$ cat config.mk
export PLATFORM = sky130hd
export DESIGN_NAME = i2c_reg_sequencer
export DESIGN_NICKNAME = d
export VERILOG_FILES = /design/src/rtl/i2c_reg_sequencer.sv
export SDC_FILE = /design/constraint.sdc
export NUM_CORES = 1
export LEC_CHECK = 0
export ABC_AREA = 1
export CAP_MARGIN = 40
export CORE_MARGIN = 2
export CORE_UTILIZATION = 45
export DETAILED_ROUTE_END_ITERATION = 8
export PLACE_DENSITY = 0.74
export SYNTH_ARGS = -nofsm -noshare
export SYNTH_HDL_FRONTEND = slang
export SYNTH_SLANG_ARGS = --single-unit
$ cat constraint.sdc
create_clock -name clock_i -period 4.6 [get_ports clock_i]
set_input_delay 1.15 -clock clock_i [delete_from_list [all_inputs] [get_ports clock_i]]
set_output_delay 1.15 -clock clock_i [all_outputs]
set_load 0.02 [all_outputs]
$ cat src/rtl/i2c_reg_sequencer.sv
// Register-level request sequencer feeding an I2C master engine: turns one host
// read/write request into one or two master transactions and returns one response.
module i2c_reg_sequencer #(
    parameter int unsigned MAX_LEN       = 4,
    parameter int unsigned START_TIMEOUT = 16
) (
    input  logic                         clock_i,
    input  logic                         reset_n_i,
    input  logic                         req_valid_i,
    output logic                         req_ready_o,
    input  logic                         req_write_i,
    input  logic [6:0]                   req_dev_addr_i,
    input  logic [7:0]                   req_reg_addr_i,
    input  logic [$clog2(MAX_LEN+1)-1:0] req_len_i,
    input  logic [8*MAX_LEN-1:0]         req_wdata_i,
    output logic                         resp_valid_o,
    output logic [8*MAX_LEN-1:0]         resp_rdata_o,
    output logic                         resp_error_o,
    output logic                         cmd_strobe_o,
    output logic [7:0]                   ctrl_wr_o,
    output logic [31:0]                  len_rd_o,
    output logic                         data_available_o,
    output logic [7:0]                   data_o,
    input  logic                         data_read_i,
    input  logic                         data_valid_i,
    input  logic [7:0]                   data_i,
    input  logic                         busy_i,
    input  logic                         error_i,
    output logic                         ack_error_o
);

    localparam int unsigned LEN_W  = $clog2(MAX_LEN + 1);
    localparam int unsigned DATA_W = 8 * MAX_LEN;
    localparam int unsigned PTR_W  = $clog2(MAX_LEN + 2);
    localparam int unsigned TMO_W  = $clog2(START_TIMEOUT + 1);

    typedef enum logic [3:0] {
        IDLE, W_STRB, W_WAIT, W_RUN, R_STRB, R_WAIT, R_RUN, ERR_ACK, RESP
    } state_e;

    state_e              state_q, state_d;
    logic                write_q, write_d;
    logic [6:0]          dev_q, dev_d;
    logic [7:0]          reg_q, reg_d;
    logic [LEN_W-1:0]    len_q, len_d;
    logic [DATA_W-1:0]   wdata_q, wdata_d;
    logic [PTR_W-1:0]    ptr_q, ptr_d;
    logic [LEN_W-1:0]    rd_idx_q, rd_idx_d;
    logic [TMO_W-1:0]    tmo_q, tmo_d;
    logic [DATA_W-1:0]   rdata_q, rdata_d;
    logic                resp_valid_q, resp_valid_d;
    logic                resp_err_q, resp_err_d;
    logic                strobe_q, strobe_d;
    logic [7:0]          ctrl_q, ctrl_d;
    logic [31:0]         len_rd_q, len_rd_d;
    logic                avail_q, avail_d;
    logic [7:0]          data_q, data_d;
    logic                ack_q, ack_d;

    logic                ready_c;
    logic [LEN_W-1:0]    len_clamp_c;
    logic [PTR_W-1:0]    plen_c;

    // Write-phase payload: byte 0 is the register address, then write data LSB first.
    function automatic logic [7:0] payload_byte(input logic [PTR_W-1:0]  idx,
                                                input logic [7:0]        reg_addr,
                                                input logic [DATA_W-1:0] wdata);
        logic [7:0] b;
        b = 8'h00;
        if (idx == '0) b = reg_addr;
        for (int unsigned i = 0; i < MAX_LEN; i++) begin
            if (idx == PTR_W'(i + 1)) b = wdata[8*i +: 8];
        end
        return b;
    endfunction

    assign ready_c = (state_q == IDLE) && !busy_i && !error_i;
    assign plen_c  = write_q ? (PTR_W'(len_q) + PTR_W'(1)) : PTR_W'(1);

    always_comb begin
        if (req_len_i == '0)                    len_clamp_c = LEN_W'(1);
        else if (req_len_i > LEN_W'(MAX_LEN))   len_clamp_c = LEN_W'(MAX_LEN);
        else                                    len_clamp_c = req_len_i;
    end

    // Next-state and next-output logic.
    always_comb begin
        state_d    = state_q;
        write_d    = write_q;
        dev_d      = dev_q;
        reg_d      = reg_q;
        len_d      = len_q;
        wdata_d    = wdata_q;
        ptr_d      = ptr_q;
        rd_idx_d   = rd_idx_q;
        tmo_d      = tmo_q;
        rdata_d    = rdata_q;
        resp_err_d = 1'b0;

        unique case (state_q)
            IDLE: begin
                if (req_valid_i && ready_c) begin
                    write_d  = req_write_i;
                    dev_d    = req_dev_addr_i;
                    reg_d    = req_reg_addr_i;
                    len_d    = len_clamp_c;
                    wdata_d  = req_wdata_i;
                    ptr_d    = '0;
                    rd_idx_d = '0;
                    rdata_d  = '0;
                    state_d  = W_STRB;
                end
            end
            W_STRB, R_STRB: begin
                tmo_d   = '0;
                state_d = (state_q == W_STRB) ? W_WAIT : R_WAIT;
            end
            W_WAIT, R_WAIT: begin
                if (busy_i) begin
                    state_d = (state_q == W_WAIT) ? W_RUN : R_RUN;
                end else if (tmo_q == TMO_W'(START_TIMEOUT)) begin
                    resp_err_d = 1'b1;
                    state_d    = RESP;
                end else begin
                    tmo_d = tmo_q + TMO_W'(1);
                end
            end
            W_RUN: begin
                if (data_read_i && (ptr_q < plen_c)) ptr_d = ptr_q + PTR_W'(1);
                if (!busy_i) begin
                    if (error_i)      state_d = ERR_ACK;
                    else if (write_q) state_d = RESP;
                    else              state_d = R_STRB;
                end
            end
            R_RUN: begin
                // Capture first so a byte landing with the busy fall still counts.
                if (data_valid_i && (rd_idx_q < len_q)) begin
                    for (int unsigned b = 0; b < MAX_LEN; b++) begin
                        if (rd_idx_q == LEN_W'(b)) rdata_d[8*b +: 8] = data_i;
                    end
                    rd_idx_d = rd_idx_q + LEN_W'(1);
                end
                if (!busy_i) begin
                    if (error_i) begin
                        state_d = ERR_ACK;
                    end else begin
                        resp_err_d = (rd_idx_d != len_q);
                        state_d    = RESP;
                    end
                end
            end
            ERR_ACK: begin
                resp_err_d = 1'b1;
                state_d    = RESP;
            end
            RESP:    state_d = IDLE;
            default: state_d = IDLE;
        endcase

        strobe_d     = (state_d == W_STRB) || (state_d == R_STRB);
        resp_valid_d = (state_d == RESP);
        ack_d        = (state_d == ERR_ACK) || ((state_d == IDLE) && error_i);

        ctrl_d   = ctrl_q;
        len_rd_d = len_rd_q;
        if (state_d == W_STRB) begin
            ctrl_d   = {dev_d, 1'b0};
            len_rd_d = 32'd0;
        end else if (state_d == R_STRB) begin
            ctrl_d   = {dev_d, 1'b1};
            len_rd_d = 32'(len_d);
        end else if ((state_d == ERR_ACK) || (state_d == RESP) || (state_d == IDLE)) begin
            ctrl_d   = 8'h00;
            len_rd_d = 32'd0;
        end

        avail_d = (state_d == W_RUN) && (ptr_d < plen_c);
        data_d  = avail_d ? payload_byte(ptr_d, reg_d, wdata_d) : 8'h00;
    end

    always_ff @(posedge clock_i or negedge reset_n_i) begin
        if (!reset_n_i) begin
            state_q      <= IDLE;
            write_q      <= 1'b0;
            dev_q        <= '0;
            reg_q        <= '0;
            len_q        <= '0;
            wdata_q      <= '0;
            ptr_q        <= '0;
            rd_idx_q     <= '0;
            tmo_q        <= '0;
            rdata_q      <= '0;
            resp_valid_q <= 1'b0;
            resp_err_q   <= 1'b0;
            strobe_q     <= 1'b0;
            ctrl_q       <= '0;
            len_rd_q     <= '0;
            avail_q      <= 1'b0;
            data_q       <= '0;
            ack_q        <= 1'b0;
        end else begin
            state_q      <= state_d;
            write_q      <= write_d;
            dev_q        <= dev_d;
            reg_q        <= reg_d;
            len_q        <= len_d;
            wdata_q      <= wdata_d;
            ptr_q        <= ptr_d;
            rd_idx_q     <= rd_idx_d;
            tmo_q        <= tmo_d;
            rdata_q      <= rdata_d;
            resp_valid_q <= resp_valid_d;
            resp_err_q   <= resp_err_d;
            strobe_q     <= strobe_d;
            ctrl_q       <= ctrl_d;
            len_rd_q     <= len_rd_d;
            avail_q      <= avail_d;
            data_q       <= data_d;
            ack_q        <= ack_d;
        end
    end

    assign req_ready_o      = ready_c;
    assign resp_valid_o     = resp_valid_q;
    assign resp_rdata_o     = rdata_q;
    assign resp_error_o     = resp_err_q;
    assign cmd_strobe_o     = strobe_q;
    assign ctrl_wr_o        = ctrl_q;
    assign len_rd_o         = len_rd_q;
    assign data_available_o = avail_q;
    assign data_o           = data_q;
    assign ack_error_o      = ack_q;

endmodule
After elaboration in Yosys (flattened, before gate mapping) --
Index checks and enable logic that the tools add are counted.
Storage, ports and cells: flip-flop bits (word level) 151, input port bits 66, output and inout port bits 86, logic and storage cells 144
Cells by class: add/sub/neg operators 4, $lt $le $gt $ge 4, equality and inequality tests 29, mux-type cells 56, reduce and logical (&&, ||, !) cells 30
Operators by type and width (count):
- $mux 32 | 7
- $mux 8 | 15
- $pmux 32 s2 | 1
- $mux 3 | 12
- $mux 4 | 8
- $eq 4x3->1 const B | 6
- $pmux 4 s6 | 1
- $reduce_and 4->1 | 4
- $mux 7 | 2
- $ne 2x2->1 const B | 7
- $eq 3x2->1 const B | 4
- $eq 4x2->1 const B | 3
- $pmux 3 s2 | 2
- $mux 5 | 2
- $pmux 5 s2 | 1
- $add 3x1->3 const B | 3
- $logic_not 3->1 | 3
- $lt 3x3->1 | 3
- $eq 4x1->1 const B | 2
- $logic_not 4->1 | 2
- $logic_and 1x1->1 | 7
- $eq 3x1->1 const B | 2
- $add 5x1->5 const B | 1
- $eq 5x5->1 const B | 1
- other kinds (14) | 24

Depth between registers and ports, before layout --
Gate-level depths: netlist of run 1.
depth in word-level cells 13, mapped depth 20, depth with buffers taken out 18

Worst setup path after synthesis of run 1 --
No wires, ideal clock.
kind input -> register, start input error_i, end register data_q[3] (netlist: data_o[3]), setup time 0.069 ns, arrival 3.047 ns, data required time 4.531 ns, slack 1.485 ns, stages on the path 14, path buffers 2, cell sequence or2_4 -> nor2_4 -> nand2_4 -> buf_8 -> nand3_4 -> nand2_8 -> ha_1 -> a21oi_1 -> nand3_2 -> nor2_2 -> and2_1 -> buf_4 -> nand2_1 -> nor2_2
Between the ends: elaborated cells between the ends (all ways) 29, those cells by class order compare: 1; eq/ne: 5; mux: 18; reduce/logical: 5
RTL lines:
- start: declaration | RTL line 28 | input logic error_i,
- $logic_not 1->1 | RTL line 77 | assign ready_c = (state_q == IDLE) && !busy_i && !error_i;
- $logic_and 1x1->1 | RTL line 77
- named net req_ready_o | RTL line 10 | output logic req_ready_o,
- $logic_and 1x1->1 | RTL line 102 | if (req_valid_i && ready_c) begin
- $mux 3 | RTL line 102
- $pmux 3 s2 | RTL line 100 | unique case (state_q)
- named net ptr_d[2] | RTL line 47 | logic [PTR_W-1:0] ptr_q, ptr_d;
- $lt 3x3->1 | RTL line 178 | avail_d = (state_d == W_RUN) && (ptr_d < plen_c);
- $logic_and 1x1->1 | RTL line 178
- named net avail_d | RTL line 56 | logic avail_q, avail_d;
- $mux 8 | RTL line 179 | data_d = avail_d ? payload_byte(ptr_d, reg_d, wdata_d) : 8'h00;
- named net data_d[3] | RTL line 57 | logic [7:0] data_q, data_d;
- end signal: assignment | RTL line 219 | data_q <= data_d;
- end: declaration | RTL line 57
The timed path passes the listed nets, and every way through them passes these cells. A chain may end at the register's enable or synchronous reset.

Worst setup path after layout of run 1 --
start input error_i, end output req_ready_o
Between the ends: cells in the longest elaborated chain, start to end 2
Ends and longest elaborated chain (RTL line):
- $logic_not 1->1 | 77
- $logic_and 1x1->1 | 77
- end: declaration | 10
No other way between the ends.

==> results.sh, run 1 <==
export IMPL_status="completed"
export IMPL_period_needed_ns=3.78
export IMPL_cts_post_setup_buffers_inserted=0
export IMPL_slowest_stage="sky130_fd_sc_hd__clkdlybuf4s50_1"
export IMPL_core_footprint_um2=13200
export IMPL_cts_buffers=17
export IMPL_initial_antenna_violation_count=0
export IMPL_r2r_start="len_q[0]"
export IMPL_setup_total_negative_slack_ns=0
export IMPL_grt_ovfl_total=0
export IMPL_ys_async_sr_fraction_pct=100
export IMPL_drtPass1Iterations=7
export IMPL_clk_transition_reported_paths_ns=0.06
export IMPL_startpoint_type="primary input"
export IMPL_die_area_um2=14500
export IMPL_netlist_instances=728
export IMPL_worst_slew_margin_relative_to_its_limit_pct=50.2
export IMPL_wire_per_inst_um=12.9
export IMPL_post_route_cells_drive_above_1_share_pct=11.1
export IMPL_layout_filler_cells=1194
export IMPL_layout_nets=934
export IMPL_port_buffers=122
export IMPL_io_pins=152
export IMPL_maxClockFrequency_mhz=264
export IMPL_track_usage_pct=19.9
export IMPL_syn_area_per_cell_um2=8.37
export IMPL_number_of_register_bits_inferred_by_synthesis=122
export IMPL_fin_crit_sh_pct=82.2
export IMPL_power_frac_clock_pct=28.7
export IMPL_timing_hold_violations_final=0
export IMPL_r2r_end="data_o[6]"
export IMPL_fin_total_pwr_w=0.00524
export IMPL_clock_latency_ns=0.41
export IMPL_crit_start="error_i"
export IMPL_chipHeight_um=120
export IMPL_std_cell_rows=42
export IMPL_max_cap_viol_count=0
export IMPL_timing_reg2reg_setup_slack_ns=1.35
export IMPL_grt_first_pass_wirelength_mm=22.9
export IMPL_synthDistinctLibCells=37
export IMPL_hold_start="dev_q[3]"
export IMPL_setup_viol=0
export IMPL_cts_hold_buffers_added=0
export IMPL_ordered_list_of_cells_on_the_worst_path="clkdlybuf4s50_1, or2_4, nor2_4, clkdlybuf4s50_1"
export IMPL_die_w_um=120
export IMPL_power_frac_seq_pct=31.0
export IMPL_drt_iter0_markers=366
export IMPL_post_place_ws_ns=0.772
export IMPL_min_to="dev_q[3]"
export IMPL_synth_ff_type="sky130_fd_sc_hd__dfrtp_1"
export IMPL_number_of_global_route_vias_before_repair=4766
export IMPL_critPathRequiredTime_ns=3.45
export IMPL_postCtsResizedCells=0
export IMPL_cp_data_arrival_time_ns=2.63
export IMPL_setup_repair_after_global_routing_missed_its_margin="no"
export IMPL_min_path_type="reg2reg"
export IMPL_antenna_violating_nets_post_route=0
export IMPL_timing_clock_skew_ns=0.00623
export IMPL_worst_slack_ns=0.817
export IMPL_total_switching_power_w=0.00202
export IMPL_cts_sink_count=122
export IMPL_grt_start_max_net_pins=50
export IMPL_overall_via_count_from_detail_route=4949
export IMPL_reg2reg_depth=17
export IMPL_worstHoldPathCells=2
export IMPL_ys_warnings_count=0
export IMPL_hpwl_mm=9.81
export IMPL_power_density_nw_per_um2=652
export IMPL_areaGrowthSynthToFinish_pct=32.0
export IMPL_finalMaxSlewViolations=0
export IMPL_tritoncts="done"
export IMPL_ys_seq_area_share_pct=50.1
export IMPL_clock_tree_root_cell="sky130_fd_sc_hd__clkbuf_16"
export IMPL_worstSetupEndpointType="output pin"
export IMPL_power_leakage_nw=3.92
export IMPL_worst_slew_pin_slew_ns=0.744
export IMPL_drt_wl_total_mm=13.5
export IMPL_worstPathMaxFanout=5
export IMPL_antenna_cells=0
export IMPL_max_stage_delay_ns=0.61
export IMPL_final_cell_mix="246 x sky130_fd_sc_hd__nand2_1, 122 x sky130_fd_sc_hd__dfrtp_1, 121 x sky130_fd_sc_hd__clkdlybuf4s50_1"
export IMPL_criticalPathCategory="in2out"
export IMPL_avgViaCountPerCell=4.75
export IMPL_critical_path_top_cell_by_count="sky130_fd_sc_hd__clkdlybuf4s50_1"
export IMPL_irDropWorstVdd_uv=333
export IMPL_cts_path_max_buffers=2
export IMPL_netlist_area_um2=6090
export IMPL_layout_cells_most_common="sky130_fd_sc_hd__nand2_1"
export IMPL_gp_congestion=0.812
export IMPL_detail_route_drc_violations=0
export IMPL_comb_power_share_pct=40.3
export IMPL_netSwitchingFraction_pct=38.5
export IMPL_ctsHtreeMaxLevel=4
export IMPL_floorplan_initialDensity_pct=46.0
export IMPL_internal_power_w=0.00322
export IMPL_synth_enable_flop_cells=0
-- logic make-up after synthesis --
| logic type | share of synthesized area, % |
|---|---|
| compound gates | 7.31 |
| xor+xnor | 0.719 |
| buf+inv | 9.88 |
| flops | 50.1 |
| other cells | 0.0616 |
| fa+ha+maj | 3.08 |
| simple gates | 28.8 |
-- critical path, delay by kind of cell --
kind,cells,cell delay [ns]
buffers and inverters,2,1.05
AND/OR/NAND/NOR,2,0.44
-- final cells by class --
cell class	count	area, um^2	area share, %
multi-input combinational	514	2540	31.6
inverter	69	262	3.25
timing repair buffer	129	1290	16.1
sequential	122	3050	38.0
clock inverter	15	246	3.07
clock buffer	17	425	5.29
tap	176	220	2.74
-- cell usage after synthesis (6+ instances only) --
cell | number | share of area (%)
sky130_fd_sc_hd__ha_1 | 15 | 3.1
sky130_fd_sc_hd__nand2_1 | 246 | 15
sky130_fd_sc_hd__a21oi_1 | 10 | 0.82
sky130_fd_sc_hd__inv_2 | 7 | 0.43
sky130_fd_sc_hd__buf_4 | 31 | 3.8
sky130_fd_sc_hd__buf_2 | 11 | 0.90
sky130_fd_sc_hd__o21ai_0 | 66 | 5.4
sky130_fd_sc_hd__inv_1 | 61 | 3.8
sky130_fd_sc_hd__nor2_1 | 23 | 1.4
sky130_fd_sc_hd__clkbuf_1 | 7 | 0.43
sky130_fd_sc_hd__and2_1 | 6 | 0.62
sky130_fd_sc_hd__dfrtp_1 | 122 | 50
sky130_fd_sc_hd__nand3_1 | 51 | 4.2
sky130_fd_sc_hd__nor2_2 | 15 | 1.5
sky130_fd_sc_hd__or2_2 | 11 | 1.1
-- sequential cells by signal (all words and copies together), names as in the netlist, 3 cells and up --
signal	count
reg_q	8
resp_rdata_o	32
ptr_q	3
len_rd_o	3
ctrl_wr_o	8
data_o	8
rd_idx_q	3
len_q	3
tmo_q	5
wdata_q	32
dev_q	7
state_q	4
-- worst max path at each step --
| stage | end |
|---|---|
| after detailed placement | data_o[6] |
| after global routing | req_ready_o |
| after floorplan | data_o[3] |
| after global placement | req_ready_o |
| final | req_ready_o |
| after CTS | req_ready_o |
-- stage by stage --
step | instance area, um^2 | util, % | hold WS (ns) | instances
2_1_floorplan | 6200 | - | 0.445 | 756
3_3_place_gp | 7330 | 55.4 | 0.459 | 1008
3_5_place_dp | 7370 | 55.6 | 0.463 | 1010
4_1_cts | 8040 | 60.7 | 0.477 | 1042
5_1_grt | 8040 | 60.7 | 0.494 | 1042
6_report | 8040 | 60.7 | 0.476 | 1042
-- per-layer routing --
| layer | part of all wire [%] | global-route usage [%] |
|---|---|---|
| met1 | 46 | 27.5 |
| met4 | 1.9 | 7.41 |
| met3 | 5.1 | 4.43 |
| met5 | 0 | 0 |
| met2 | 47 | 30.8 |
-- power by group through the flow --
stage                     Clock (W)  Combinational (W)  Sequential [W]
after floorplan                   0            0.00138         0.00175
final                       0.00151            0.00211         0.00162
after global placement            0            0.00207         0.00163
after global routing        0.00158            0.00240         0.00167
after CTS                   0.00153            0.00213         0.00162
after detailed placement          0            0.00211         0.00164
Note: power is estimated with default switching activity, not from simulation.
==> inputs of run 2 (changes only) <==
PLACE_DENSITY = 0.77   (was 0.74)
clock period = 3.3 ns   (was 4.6 ns; I/O delays follow)
==> run 2 against run 1 <==
  * Clock power is 20% higher
  * Utilization fell by 0.26 points
  * Combinational power is 43% higher
  * Final area is 0.42% lower
  * Worst setup slack worse by 0.69 ns
  * Routed wire length up 2.2%
  * Critical path type unchanged
  * Register-to-register slack worse by 1.2 ns
  * Largest cell class unchanged
  * Sequential share of layout area increased by 0.16 points
==> results.sh, run 2 (same netlist as run 1, synthesis figures left out) <==
export IMPL_core_footprint_um2=13200
export IMPL_initial_antenna_violation_count=0
export IMPL_floorplan_initialDensity_pct=46.0
export IMPL_timing_clock_skew_ns=0.00694
export IMPL_worst_slew_margin_relative_to_its_limit_pct=52.7
export IMPL_grt_first_pass_wirelength_mm=22.6
export IMPL_irDropWorstVdd_uv=389
export IMPL_power_density_nw_per_um2=886
export IMPL_power_frac_clock_pct=25.6
export IMPL_die_w_um=120
export IMPL_r2r_start="len_q[0]"
export IMPL_overall_via_count_from_detail_route=4978
export IMPL_setup_viol=0
export IMPL_cts_post_setup_buffers_inserted=0
export IMPL_port_buffers=122
export IMPL_criticalPathCategory="in2out"
export IMPL_detail_route_drc_violations=0
export IMPL_worstPathMaxFanout=5
export IMPL_min_path_type="in2async"
export IMPL_antenna_violating_nets_post_route=0
export IMPL_cts_hold_buffers_added=0
export IMPL_ctsHtreeMaxLevel=4
export IMPL_max_cap_viol_count=0
export IMPL_internal_power_w=0.00431
export IMPL_gp_congestion=0.852
export IMPL_stdcell_area_um2=8010
export IMPL_tritoncts="done"
export IMPL_postPlaceCellArea_um2=7420
export IMPL_avgViaCountPerCell=4.75
export IMPL_layout_filler_cells=1181
export IMPL_clk_transition_reported_paths_ns=0.05
export IMPL_multiInputGateArea_um2=2550
export IMPL_netSwitchingFraction_pct=39.2
export IMPL_std_cell_rows=42
export IMPL_power_frac_seq_pct=31.9
export IMPL_startpoint_type="primary input"
export IMPL_layout_nets=941
export IMPL_cts_buffers=17
export IMPL_antenna_cells=0
export IMPL_worst_slew_pin_slew_ns=0.709
export IMPL_reg2reg_depth=18
export IMPL_sequential_cell_area_um2=3050
export IMPL_post_route_cells_drive_above_1_share_pct=11.2
export IMPL_drtPass1Iterations=5
export IMPL_maxClockFrequency_mhz=315
export IMPL_clock_tree_root_cell="sky130_fd_sc_hd__clkbuf_16"
export IMPL_fin_crit_sh_pct=96.2
export IMPL_layout_cells_most_common="sky130_fd_sc_hd__nand2_1"
export IMPL_grt_ovfl_total=0
export IMPL_areaGrowthSynthToFinish_pct=31.4
export IMPL_comb_power_share_pct=42.5
export IMPL_track_usage_pct=19.9
export IMPL_finalMaxSlewViolations=0
export IMPL_r2r_end="data_o[7]"
export IMPL_drt_iter0_markers=331
export IMPL_grt_start_max_net_pins=55
export IMPL_timing_hold_violations_final=0
export IMPL_clock_latency_ns=0.41
export IMPL_cts_sink_count=122
export IMPL_setup_repair_after_global_routing_missed_its_margin="no"
export IMPL_drt_wl_total_mm=13.8
export IMPL_final_cell_mix="246 x sky130_fd_sc_hd__nand2_1, 122 x sky130_fd_sc_hd__dfrtp_1, 121 x sky130_fd_sc_hd__clkdlybuf4s50_1"
export IMPL_hpwl_mm=9.81
export IMPL_cp_data_arrival_time_ns=2.35
export IMPL_die_area_um2=14500
export IMPL_total_switching_power_w=0.00278
export IMPL_wire_per_inst_um=13.1
export IMPL_chipHeight_um=120
export IMPL_io_pins=152
export IMPL_timing_reg2reg_setup_slack_ns=0.19
export IMPL_number_of_global_route_vias_before_repair=4614
export IMPL_cts_path_max_buffers=2
export IMPL_holdWs_ns=0.465
export IMPL_worstSetupEndpointType="output pin"
export IMPL_power_leakage_nw=3.90
export IMPL_period_needed_ns=3.18
export IMPL_critPathRequiredTime_ns=2.47
export IMPL_status="completed"
-- run 2: worst max-delay path by stage --
stage	slack, ns	cells after the start	startpoint	to
after floorplan	0.42	19	len_q[0]	data_o[3]
after global placement	0.04	13	error_i	ctrl_wr_o[6]
after detailed placement	-0.02	17	len_q[0]	data_o[7]
after CTS	0.02	18	len_q[0]	data_o[4]
after global routing	0.02	18	len_q[0]	data_o[5]
final	0.12	4	error_i	req_ready_o
-- run 2: area by class of cell --
type	instances	share of cell area, %
flip-flops and latches	122	38.1
clock inverters	8	1.52
clock buffers	23	5.60
inverters	69	3.27
repair buffers	136	16.8
multi-input cells	514	31.9
well taps	176	2.75
-- run 2: what timing repair did --
item,4_1_cts,5_1_grt
setup endpoints to repair,5,5
gates cloned,0,0
gates resized for setup,1,3
-- run 2: per-layer routing --
layer	track usage, %	part of all wire, %
met2	30.3	47
met1	27.4	47
met5	0	0
met4	8.28	1.9
met3	4.67	4.3
-- run 2: critical path, cell delays in order --
cell	delay [ns]
sky130_fd_sc_hd__clkdlybuf4s50_1	0.46
sky130_fd_sc_hd__or2_4	0.31
sky130_fd_sc_hd__nor2_4	0.14
sky130_fd_sc_hd__clkdlybuf4s50_1	0.62
-- run 2: through the flow --
stage | TNS, ns | util [%] | setup slack, ns | total power [W] | instances
floorplan | 0 | - | 0.416 | 0.00435 | 756
global placement | 0 | 56.1 | 0.0367 | 0.00520 | 1017
detailed placement | -0.0458 | 56.1 | -0.0190 | 0.00526 | 1017
CTS | 0 | 60.4 | 0.0191 | 0.00712 | 1048
global route | 0 | 60.4 | 0.0175 | 0.00764 | 1048
finish | 0 | 60.4 | 0.125 | 0.00709 | 1048
-- run 2: power by group through the flow --
stage / Combinational, W / Sequential (W) / Clock [W]
after floorplan: 0.00192 / 0.00243 / 0
after global placement: 0.00292 / 0.00228 / 0
after detailed placement: 0.00298 / 0.00229 / 0
after CTS: 0.00301 / 0.00227 / 0.00184
after global routing: 0.00341 / 0.00231 / 0.00192
final: 0.00302 / 0.00226 / 0.00181
